### src/rtl/demux_dispatch_ctrl_pkg.sv
// Shared constants and types for the demux dispatcher.
//   NUM_CH / SEL_W : channel count and select width
//   MODE_RR/DIR    : values of the mode input
//   state_e        : buffer FSM encoding (EMPTY / FULL)
//   ptr_after()    : round-robin pointer advance (wraps 3 -> 0)
package demux_pkg;

    localparam int unsigned NUM_CH = 4;
    localparam int unsigned SEL_W  = 2;

    localparam logic MODE_RR  = 1'b0;
    localparam logic MODE_DIR = 1'b1;

    typedef enum logic {
        ST_EMPTY = 1'b0,
        ST_FULL  = 1'b1
    } state_e;

    function automatic logic [SEL_W-1:0] ptr_after(input logic [SEL_W-1:0] sel);
        return sel + SEL_W'(1);
    endfunction

endpackage

### src/rtl/demux_dispatch_ctrl_if.sv
// Producer/consumer bus of the demux dispatcher.
//   in_data/in_dest/in_valid/in_ready : valid/ready input stream
//   y0..y3 / out_valid / out_ready    : four output channels with per-channel handshake
// master: producer+consumer side (drives inputs, sink readies); slave: the dispatcher.
interface demux_dispatch_ctrl_if
    import demux_pkg::*;
#(
    parameter int unsigned N = 4
);
    logic [N-1:0]      in_data;
    logic [SEL_W-1:0]  in_dest;
    logic              in_valid;
    logic              in_ready;
    logic [N-1:0]      y0;
    logic [N-1:0]      y1;
    logic [N-1:0]      y2;
    logic [N-1:0]      y3;
    logic [NUM_CH-1:0] out_valid;
    logic [NUM_CH-1:0] out_ready;

    modport master (
        output in_data, in_dest, in_valid, out_ready,
        input  in_ready, y0, y1, y2, y3, out_valid
    );

    modport slave (
        input  in_data, in_dest, in_valid, out_ready,
        output in_ready, y0, y1, y2, y3, out_valid
    );

endinterface

### src/rtl/demux_dispatch_ctrl_rr_pick4.sv
// Combinational rotate-priority picker.
//   mask : eligible channels
//   ptr  : channel searched first; search continues ptr+1, ptr+2, ... mod 4
//   sel  : first eligible channel found (ptr when none)
//   any  : at least one channel eligible
module rr_pick4
    import demux_pkg::*;
(
    input  logic [NUM_CH-1:0] mask,
    input  logic [SEL_W-1:0]  ptr,
    output logic [SEL_W-1:0]  sel,
    output logic              any
);

    logic [SEL_W-1:0] idx;

    // Scan from the farthest offset down so the nearest eligible channel wins.
    always_comb begin
        sel = ptr;
        any = 1'b0;
        idx = '0;
        for (int i = NUM_CH - 1; i >= 0; i--) begin
            idx = ptr + SEL_W'(i);
            if (mask[idx]) begin
                sel = idx;
                any = 1'b1;
            end
        end
    end

endmodule

### src/rtl/demux_dispatch_ctrl.sv
// Round-robin / directed dispatcher: one-entry buffer feeding a registered 1-to-4 demux.
//   clk, rst_n : clock, asynchronous active-low reset
//   enable     : 1 = accept new words (a held word drains regardless)
//   mode       : MODE_RR = round-robin, MODE_DIR = directed by bus.in_dest
//   chan_mask  : per-channel eligibility for new words
//   bus        : input stream and four output channels (slave side)
//   busy       : buffer holds a word
//   xfer_cnt   : completed output transfers, wraps
module demux_dispatch_ctrl
    import demux_pkg::*;
#(
    parameter int unsigned N     = 4,
    parameter int unsigned CNT_W = 16
) (
    input  logic                clk,
    input  logic                rst_n,
    input  logic                enable,
    input  logic                mode,
    input  logic [NUM_CH-1:0]   chan_mask,
    demux_dispatch_ctrl_if.slave bus,
    output logic                busy,
    output logic [CNT_W-1:0]    xfer_cnt
);

    state_e           state_q, state_d;
    logic [SEL_W-1:0] sel_q, sel_d;
    logic [SEL_W-1:0] rr_ptr_q, rr_ptr_d;
    logic [N-1:0]     data_q, data_d;
    logic [CNT_W-1:0] cnt_q, cnt_d;

    logic              buf_valid;
    logic              drain;
    logic              eligible;
    logic              in_ready;
    logic              accept;
    logic              rr_any;
    logic [SEL_W-1:0]  rr_sel;
    logic [SEL_W-1:0]  target;
    logic [NUM_CH-1:0] out_valid;

    rr_pick4 u_rr_pick4 (
        .mask (chan_mask),
        .ptr  (rr_ptr_q),
        .sel  (rr_sel),
        .any  (rr_any)
    );

    // Handshake decode. Readiness looks only at the held word's own channel, so a
    // word arriving in the same cycle the old one leaves keeps full throughput.
    always_comb begin
        buf_valid = (state_q == ST_FULL);
        for (int k = 0; k < NUM_CH; k++) begin
            out_valid[k] = buf_valid && (sel_q == SEL_W'(k));
        end
        drain    = buf_valid & bus.out_ready[sel_q];
        eligible = (mode == MODE_DIR) ? chan_mask[bus.in_dest] : rr_any;
        // rst_n gate keeps the producer stalled while reset is held.
        in_ready = rst_n & enable & eligible & (~buf_valid | drain);
        accept   = bus.in_valid & in_ready;
        target   = (mode == MODE_DIR) ? bus.in_dest : rr_sel;
    end

    // Buffer FSM next state.
    always_comb begin
        state_d = state_q;
        case (state_q)
            ST_EMPTY: if (accept) state_d = ST_FULL;
            ST_FULL:  if (drain && !accept) state_d = ST_EMPTY;
            default:  state_d = ST_EMPTY;
        endcase
    end

    // Datapath next state. Select is latched on accept, so later mask/mode
    // changes never reroute a held word.
    always_comb begin
        data_d   = data_q;
        sel_d    = sel_q;
        rr_ptr_d = rr_ptr_q;
        cnt_d    = cnt_q;
        if (accept) begin
            data_d = bus.in_data;
            sel_d  = target;
            if (mode == MODE_RR) begin
                rr_ptr_d = ptr_after(rr_sel);
            end
        end
        if (drain) begin
            cnt_d = cnt_q + CNT_W'(1);
        end
    end

    always_ff @(posedge clk or negedge rst_n) begin
        if (!rst_n) begin
            state_q  <= ST_EMPTY;
            sel_q    <= '0;
            rr_ptr_q <= '0;
            data_q   <= '0;
            cnt_q    <= '0;
        end else begin
            state_q  <= state_d;
            sel_q    <= sel_d;
            rr_ptr_q <= rr_ptr_d;
            data_q   <= data_d;
            cnt_q    <= cnt_d;
        end
    end

    assign bus.in_ready  = in_ready;
    assign bus.out_valid = out_valid;
    assign bus.y0        = out_valid[0] ? data_q : '0;
    assign bus.y1        = out_valid[1] ? data_q : '0;
    assign bus.y2        = out_valid[2] ? data_q : '0;
    assign bus.y3        = out_valid[3] ? data_q : '0;
    assign busy          = buf_valid;
    assign xfer_cnt      = cnt_q;

endmodule

### src/flat_wrapper.sv
// flat-port wrapper written by rule: the top's interface ports become plain ports
module demux_dispatch_ctrl_flat import demux_pkg::*;
#(
    parameter int unsigned N     = 4,
    parameter int unsigned CNT_W = 16
)
  (clk, rst_n, enable, mode, chan_mask, busy, xfer_cnt, bus_in_data, bus_in_dest, bus_in_valid, bus_out_ready, bus_in_ready, bus_y0, bus_y1, bus_y2, bus_y3, bus_out_valid);
  demux_dispatch_ctrl_if #(.N(N)) bus_i ();
  input  logic clk;
  input  logic rst_n;
  input  logic enable;
  input  logic mode;
  input  logic [NUM_CH-1:0] chan_mask;
  output logic busy;
  output logic [CNT_W-1:0] xfer_cnt;
  input wire logic [$bits(bus_i.in_data)-1:0] bus_in_data;
  input wire logic [$bits(bus_i.in_dest)-1:0] bus_in_dest;
  input wire logic [$bits(bus_i.in_valid)-1:0] bus_in_valid;
  input wire logic [$bits(bus_i.out_ready)-1:0] bus_out_ready;
  output wire logic [$bits(bus_i.in_ready)-1:0] bus_in_ready;
  output wire logic [$bits(bus_i.y0)-1:0] bus_y0;
  output wire logic [$bits(bus_i.y1)-1:0] bus_y1;
  output wire logic [$bits(bus_i.y2)-1:0] bus_y2;
  output wire logic [$bits(bus_i.y3)-1:0] bus_y3;
  output wire logic [$bits(bus_i.out_valid)-1:0] bus_out_valid;
  assign bus_i.in_data = bus_in_data;
  assign bus_i.in_dest = bus_in_dest;
  assign bus_i.in_valid = bus_in_valid;
  assign bus_i.out_ready = bus_out_ready;
  assign bus_in_ready = bus_i.in_ready;
  assign bus_y0 = bus_i.y0;
  assign bus_y1 = bus_i.y1;
  assign bus_y2 = bus_i.y2;
  assign bus_y3 = bus_i.y3;
  assign bus_out_valid = bus_i.out_valid;
  demux_dispatch_ctrl #(.N(N), .CNT_W(CNT_W)) u_core (.clk(clk), .rst_n(rst_n), .enable(enable), .mode(mode), .chan_mask(chan_mask), .bus(bus_i), .busy(busy), .xfer_cnt(xfer_cnt));
endmodule
### config.mk
export PLATFORM = sky130hd
export DESIGN_NAME = demux_dispatch_ctrl_flat
export DESIGN_NICKNAME = d
export VERILOG_FILES = /design/src/rtl/demux_dispatch_ctrl_pkg.sv /design/src/rtl/demux_dispatch_ctrl_if.sv /design/src/rtl/demux_dispatch_ctrl_rr_pick4.sv /design/src/rtl/demux_dispatch_ctrl.sv /design/src/flat_wrapper.sv
export SDC_FILE = /design/constraint.sdc
export NUM_CORES = 1
export LEC_CHECK = 0
export BUFFER_PORTS_ARGS = -buffer_cell sky130_fd_sc_hd__buf_2
export CORE_UTILIZATION = 45
export CTS_BUF_LIST = sky130_fd_sc_hd__clkbuf_4
export DETAILED_ROUTE_END_ITERATION = 6
export PLACE_DENSITY = 0.86
export SYNTH_ARGS = -nofsm -noshare
export SYNTH_HDL_FRONTEND = slang
export SYNTH_SLANG_ARGS = --single-unit
export TNS_END_PERCENT = 5
### constraint.sdc
create_clock -name clk -period 2.4 [get_ports clk]
set_input_delay 0.24 -clock clk [delete_from_list [all_inputs] [get_ports clk]]
set_output_delay 0.24 -clock clk [all_outputs]
set_load 0.02 [all_outputs]
Word-level counts from Yosys, hierarchy flattened
Cells that the tools add are included.
- bits in registers: 25
- bits in latches: 0
- RAM bits: 0
- ROM bits: 0
- bits of input ports: 19
- output and inout bits: 38
- logic and storage cells: 64
- memories kept: 0
- add/sub/neg operators: 5
- multipliers: 0
- div/mod/pow operators: 0
- magnitude comparators: 6
- equality and inequality tests: 3
- shifts and indexed selects: 0
- muxes and demuxes: 29
- bitwise operators: 8
- reduce and logical (&&, ||, !) cells: 8
- operators with widths (operator ; count):
    2-bit by 3-bit < comparator with 1-bit output (second input constant) ; 6
    16-bit by 1-bit adder with 16-bit output (second input constant) ; 1
    4-bit two-way mux ; 4
    1-bit two-way mux ; 13
    1-bit binary-select mux with 2-bit select ; 6
    2-bit two-way mux ; 5
    1-bit bitwise AND ; 5
    1-bit logical AND ; 5
    2-bit by 1-bit adder with 2-bit output (second input constant) ; 2
    2-bit adder (second input constant) ; 2
    2-bit equality test (second input constant) ; 2
    2-bit by 1-bit equality test with 1-bit output (second input constant) ; 1
    2-bit zero test ; 1
    1-bit NOT ; 2
    1-bit case mux with 2 select lines ; 1
    2-bit AND reduction ; 1
    1-bit zero test ; 1
    1-bit bitwise OR ; 1

Logic depth before layout (Yosys ltp)
- word-level depth: 15
- depth in mapped cells: 6
- mapped depth without buffers: 5

Modules after synthesis
From an unflattened synthesis, not the netlist that was laid out.
- cells, all modules: 141
- area total of the unflattened synthesis: 1505.2 µm²
- by module, submodules not included (module ; times used ; cells each ; area an instance (µm²) ; sequential area each (µm²)):
    demux_dispatch_ctrl ; 1 ; 125 ; 1405.1 ; 625.6
    rr_pick4 ; 1 ; 16 ; 100.1 ; 0.0

Least setup slack after synthesis
Ideal clock, no wire load.
- path type: register to register
- from: register u_core.sel_q[0]
- to: register u_core.data_q[0]
- setup time: 0.125 ns
- data arrival time: 1.772 ns
- required time: 2.275 ns
- slack: 0.503 ns
- cell stages (with the launch flop): 7
- path buffers: 1
- period minus slack after synthesis: 1.897 ns
- cell sequence: dfrtp_1 > mux4_2 > nor2b_4 > nor3_2 > and3_1 > buf_6 > mux2_4
- cells in the longest elaborated chain, start to end: 6
- ends and longest elaborated chain (what ; line ; source):
    from (decl) ; demux_dispatch_ctrl.sv:26 ; logic [SEL_W-1:0] sel_q, sel_d;
    from (signal assigned) ; demux_dispatch_ctrl.sv:101 ; sel_q <= sel_d;
    1-bit binary-select mux with 2-bit select ; demux_dispatch_ctrl.sv:55 ; drain = buf_valid & bus.out_ready[sel_q];
    1-bit two-way mux (not written as such) ; demux_dispatch_ctrl.sv:55 ;
    1-bit bitwise AND ; demux_dispatch_ctrl.sv:55 ;
    1-bit bitwise OR ; demux_dispatch_ctrl.sv:58 ; in_ready = rst_n & enable & eligible & (~buf_valid | drain);
    1-bit bitwise AND ; demux_dispatch_ctrl.sv:58 ;
    1-bit bitwise AND ; demux_dispatch_ctrl.sv:59 ; accept = bus.in_valid & in_ready;
    to (signal assigned) ; demux_dispatch_ctrl.sv:103 ; data_q <= data_d;
    to (decl) ; demux_dispatch_ctrl.sv:28 ; logic [N-1:0] data_q, data_d;
Every way passes these cells. The select of a mux whose other input is x is not followed.
A chain may end at the register's enable or synchronous reset.

Worst setup path in the final report
- from: register u_core.sel_q[0]
- to: output bus_in_ready
- cells in the longest elaborated chain, start to end: 5
- ends and longest elaborated chain (what ; line ; source):
    1-bit binary-select mux with 2-bit select ; demux_dispatch_ctrl.sv:55 ;
    1-bit two-way mux (not written as such) ; demux_dispatch_ctrl.sv:55 ;
    1-bit bitwise AND ; demux_dispatch_ctrl.sv:55 ;
    1-bit bitwise OR ; demux_dispatch_ctrl.sv:58 ;
    1-bit bitwise AND ; demux_dispatch_ctrl.sv:58 ;
    to (decl) ; flat_wrapper.sv:20 ; output wire logic [$bits(bus_i.in_ready)-1:0] bus_in_ready;
Every way passes these cells. The select of a mux whose other input is x is not followed.

==> results_dict.tcl <==
set metrics [dict create \
    run_status "finished with violations" \
    violations "DRC" \
    hold_path_startpoint "bus_in_data[0]" \
    drc_errors 5 \
    syn_area_mm2 0.00139 \
    clock_power_share 0.150 \
    max_cap_viol_count 0 \
    postSynthRegisterBits 25 \
    pwr-share-comb 0.340 \
    slew_violations 0 \
    fmax_mhz 454 \
    synthArstFlopShare 1.00 \
    power_leakage_uw 0.000952 \
    root_buffer_master "clkbuf_4" \
    final.hold.worst_slack_ns 0.153 \
    post-route-min-period_ns 2.20 \
    worst_setup_path_startpoint "u_core.sel_q[0]" \
    coreArea_mm2 0.00285 \
    dieWidth_um 57.6 \
    chipHeight_um 57.6 \
    gr-total-overflow 0 \
    cts_tree "built" \
    setup_viol 0 \
    final_clock_period_utilization_by_the_worst_path 0.917 \
    mostFrequentLayoutCells "buf_2, dfrtp_1, and2_1" \
    wl_mm 2.88 \
    maximum_number_of_pins_on_one_net_before_global_route_repair 26 \
    area_growth_synth_to_finish_pct 25.4 \
    cp_max_fo 6 \
    pwr_density_cell_mw_per_mm2 686 \
    max-clock-path-buffers 2 \
    post_cts_buffers 0 \
    setup_total_negative_slack_ns 0 \
    finalWeightedCongestion 0.804 \
    drive_above_1_share 0.401 \
    yosys_most_used_dff "dfrtp_1" \
    rsz_0062_raised_after_global_routing "no" \
    antenna_cells_inserted 0 \
    total_number_of_clock_tree_sinks 25 \
    crit-reg2reg-launch "u_core.sel_q[0]" \
    avgViaCountPerCell 5.22 \
    netlist.top_cell.by_area "dfrtp_1" \
    cts_buffers 3 \
    drtPass1Iterations 7 \
    num-nets-final 213 \
    postRouteAntennaNets 0 \
    clock_skew_ns 0.00178 \
    dp.final_hpwl_mm 2.33 \
    ys_types 35 \
    number_of_flops_mapped_to_enable_cells_by_yosys 0 \
    post_cts.resized_instances 0 \
    syn_area_per_cell_um2 10.6 \
    power_switching_uw 438 \
    globalRouteTotalUtil 0.186 \
    drtIter0Drc 60 \
    routed-via-count 1163 \
    relSlewSlack 0.651 \
    crit_path_end_kind "output pin" \
    share_of_total_power_in_sequential_cells 0.509 \
    yosysSeqAreaShare 0.450 \
    cp_data_arrival_time_ns 1.96 \
    postSynthCellCount 131 \
    drt_wl_cell_um 12.9 \
    switching_share 0.366 \
    numPortBuffers 56 \
    syn_nets 151 \
    worstSkewPairLatency_ns 0.31 \
    num_rows 19 \
    die_area_mm2 0.00332 \
    start_util 0.488 \
    worst_setup_path_start_kind "flop" \
    cts_max_level 1 \
    grt_pass1_wl_mm 4.74 \
    final-hold-violation-count 0 \
    worstSetupPathType "reg -> out" \
    vias_in_the_first_global_route 1059 \
    final_core_area_utilization 0.611 \
    worstMarginPinSlew_ns 0.516 \
    count_of_hold_fix_buffers_inserted_at_cts 1 \
    most_common_library_cell_in_the_layout_ignoring_fill_and_taps "buf_2" \
    clk_transition_reported_paths_ns 0.13 \
    antenna_found_initial 0 \
    intPower_uw 759 \
    yosys-top-cells-area "dfrtp_1, and2_1, xnor2_1" \
    ir_worst_vdd_mv 0.355 \
    worstPathRequired_ns 2.16 \
    synth_warnings 0 \
    io-pin-count 57 \
    hold_path_class "in -> reg" \
    synth_largest_type_area_fraction 0.450 \
]
-- worst max-delay path, stage by stage, from the launching register on --
cell	delay, ns
dfrtp_1	0.47
mux4_2	0.59
nor2b_4	0.17
nor3_2	0.07
and2_2	0.20
buf_2	0.15
-- stage by stage --
stage | area (µm²) | total power, µW | setup WS [ns] | instances
floorplan | 1390 | 879 | 0.503 | 131
global placement | 1710 | 1010 | 0.478 | 218
detailed placement | 1710 | 1030 | 0.414 | 218
CTS | 1740 | 1210 | 0.185 | 223
global route | 1740 | 1280 | 0.0855 | 223
finish | 1740 | 1200 | 0.199 | 223
-- sequential cells by signal (all words and copies together), names as in the netlist --
name             flops
u_core.rr_ptr_q      2
u_core.busy          1
u_core.xfer_cnt     16
u_core.sel_q         2
u_core.data_q        4
-- area by class of cell --
| class | instances | area, µm² |
|---|---|---|
| clock buffers | 3 | 22.5 |
| repair buffers | 58 | 298 |
| fillers | 252 | 1110 |
| clock inverters | 1 | 5.00 |
| well taps | 31 | 38.8 |
| flip-flops and latches | 25 | 626 |
| multi-input cells | 99 | 732 |
| inverters | 6 | 22.5 |
-- power by group through the flow --
stage	sequential, µW	combinational [µW]	clock (µW)
after floorplan	629	251	0
after global placement	611	395	0
after detailed placement	615	410	0
after CTS	609	412	189
after global routing	627	448	208
final	610	407	180
-- Yosys cell counts, types with 2 or more instances --
master    count
or2b_1        2
nand3_1       6
o221ai_1      2
and3_2        2
nand2_1      10
mux2_4        4
nor2_1        7
nor3_1        2
nand2b_1      2
inv_1         6
nand4_1       3
and2_1       16
a221o_1       2
dfrtp_1      25
mux4_2        2
and2_2        2
a21oi_1       4
and3_1        3
xor2_1        6
xnor2_1      10
-- metal layers --
layer | wire, µm | track usage | share of wire | vias to the layer above
met2 | 1440 | 0.317 | 0.50 | 34
met5 | 0 | 0 | 0 | -
met3 | 130 | 0.0340 | 0.045 | 0
met4 | 0 | 0.0314 | 0 | 0
met1 | 1310 | 0.250 | 0.45 | 554
li1 | - | - | - | 575
-- kinds of logic after synthesis --
family | Yosys count | share of synthesized area
buffers and inverters | 7 | 0.0243
DFF | 25 | 0.450
AOI/OAI and AO/OA | 12 | 0.0612
and+or+nand+nor | 63 | 0.272
muxes | 7 | 0.0836
xor gates and xnor gates | 16 | 0.101
adders and majority gates | 1 | 0.00899
-- worst paths after layout --
kind / endpoint / slack (ns) / cells after the start
setup / recovery: bus_in_ready / 0.20 / 5
min in group asynchronous: u_core.xfer_cnt[4] / 0.49 / 3
max in group asynchronous: u_core.data_q[1] / 1.68 / 3
setup reg to reg: u_core.data_q[2] / 0.41 / 5
hold / removal: u_core.data_q[0] / 0.15 / 2
hold reg to reg: u_core.xfer_cnt[15] / 0.47 / 1
Note: power is estimated with default switching activity, not from simulation.
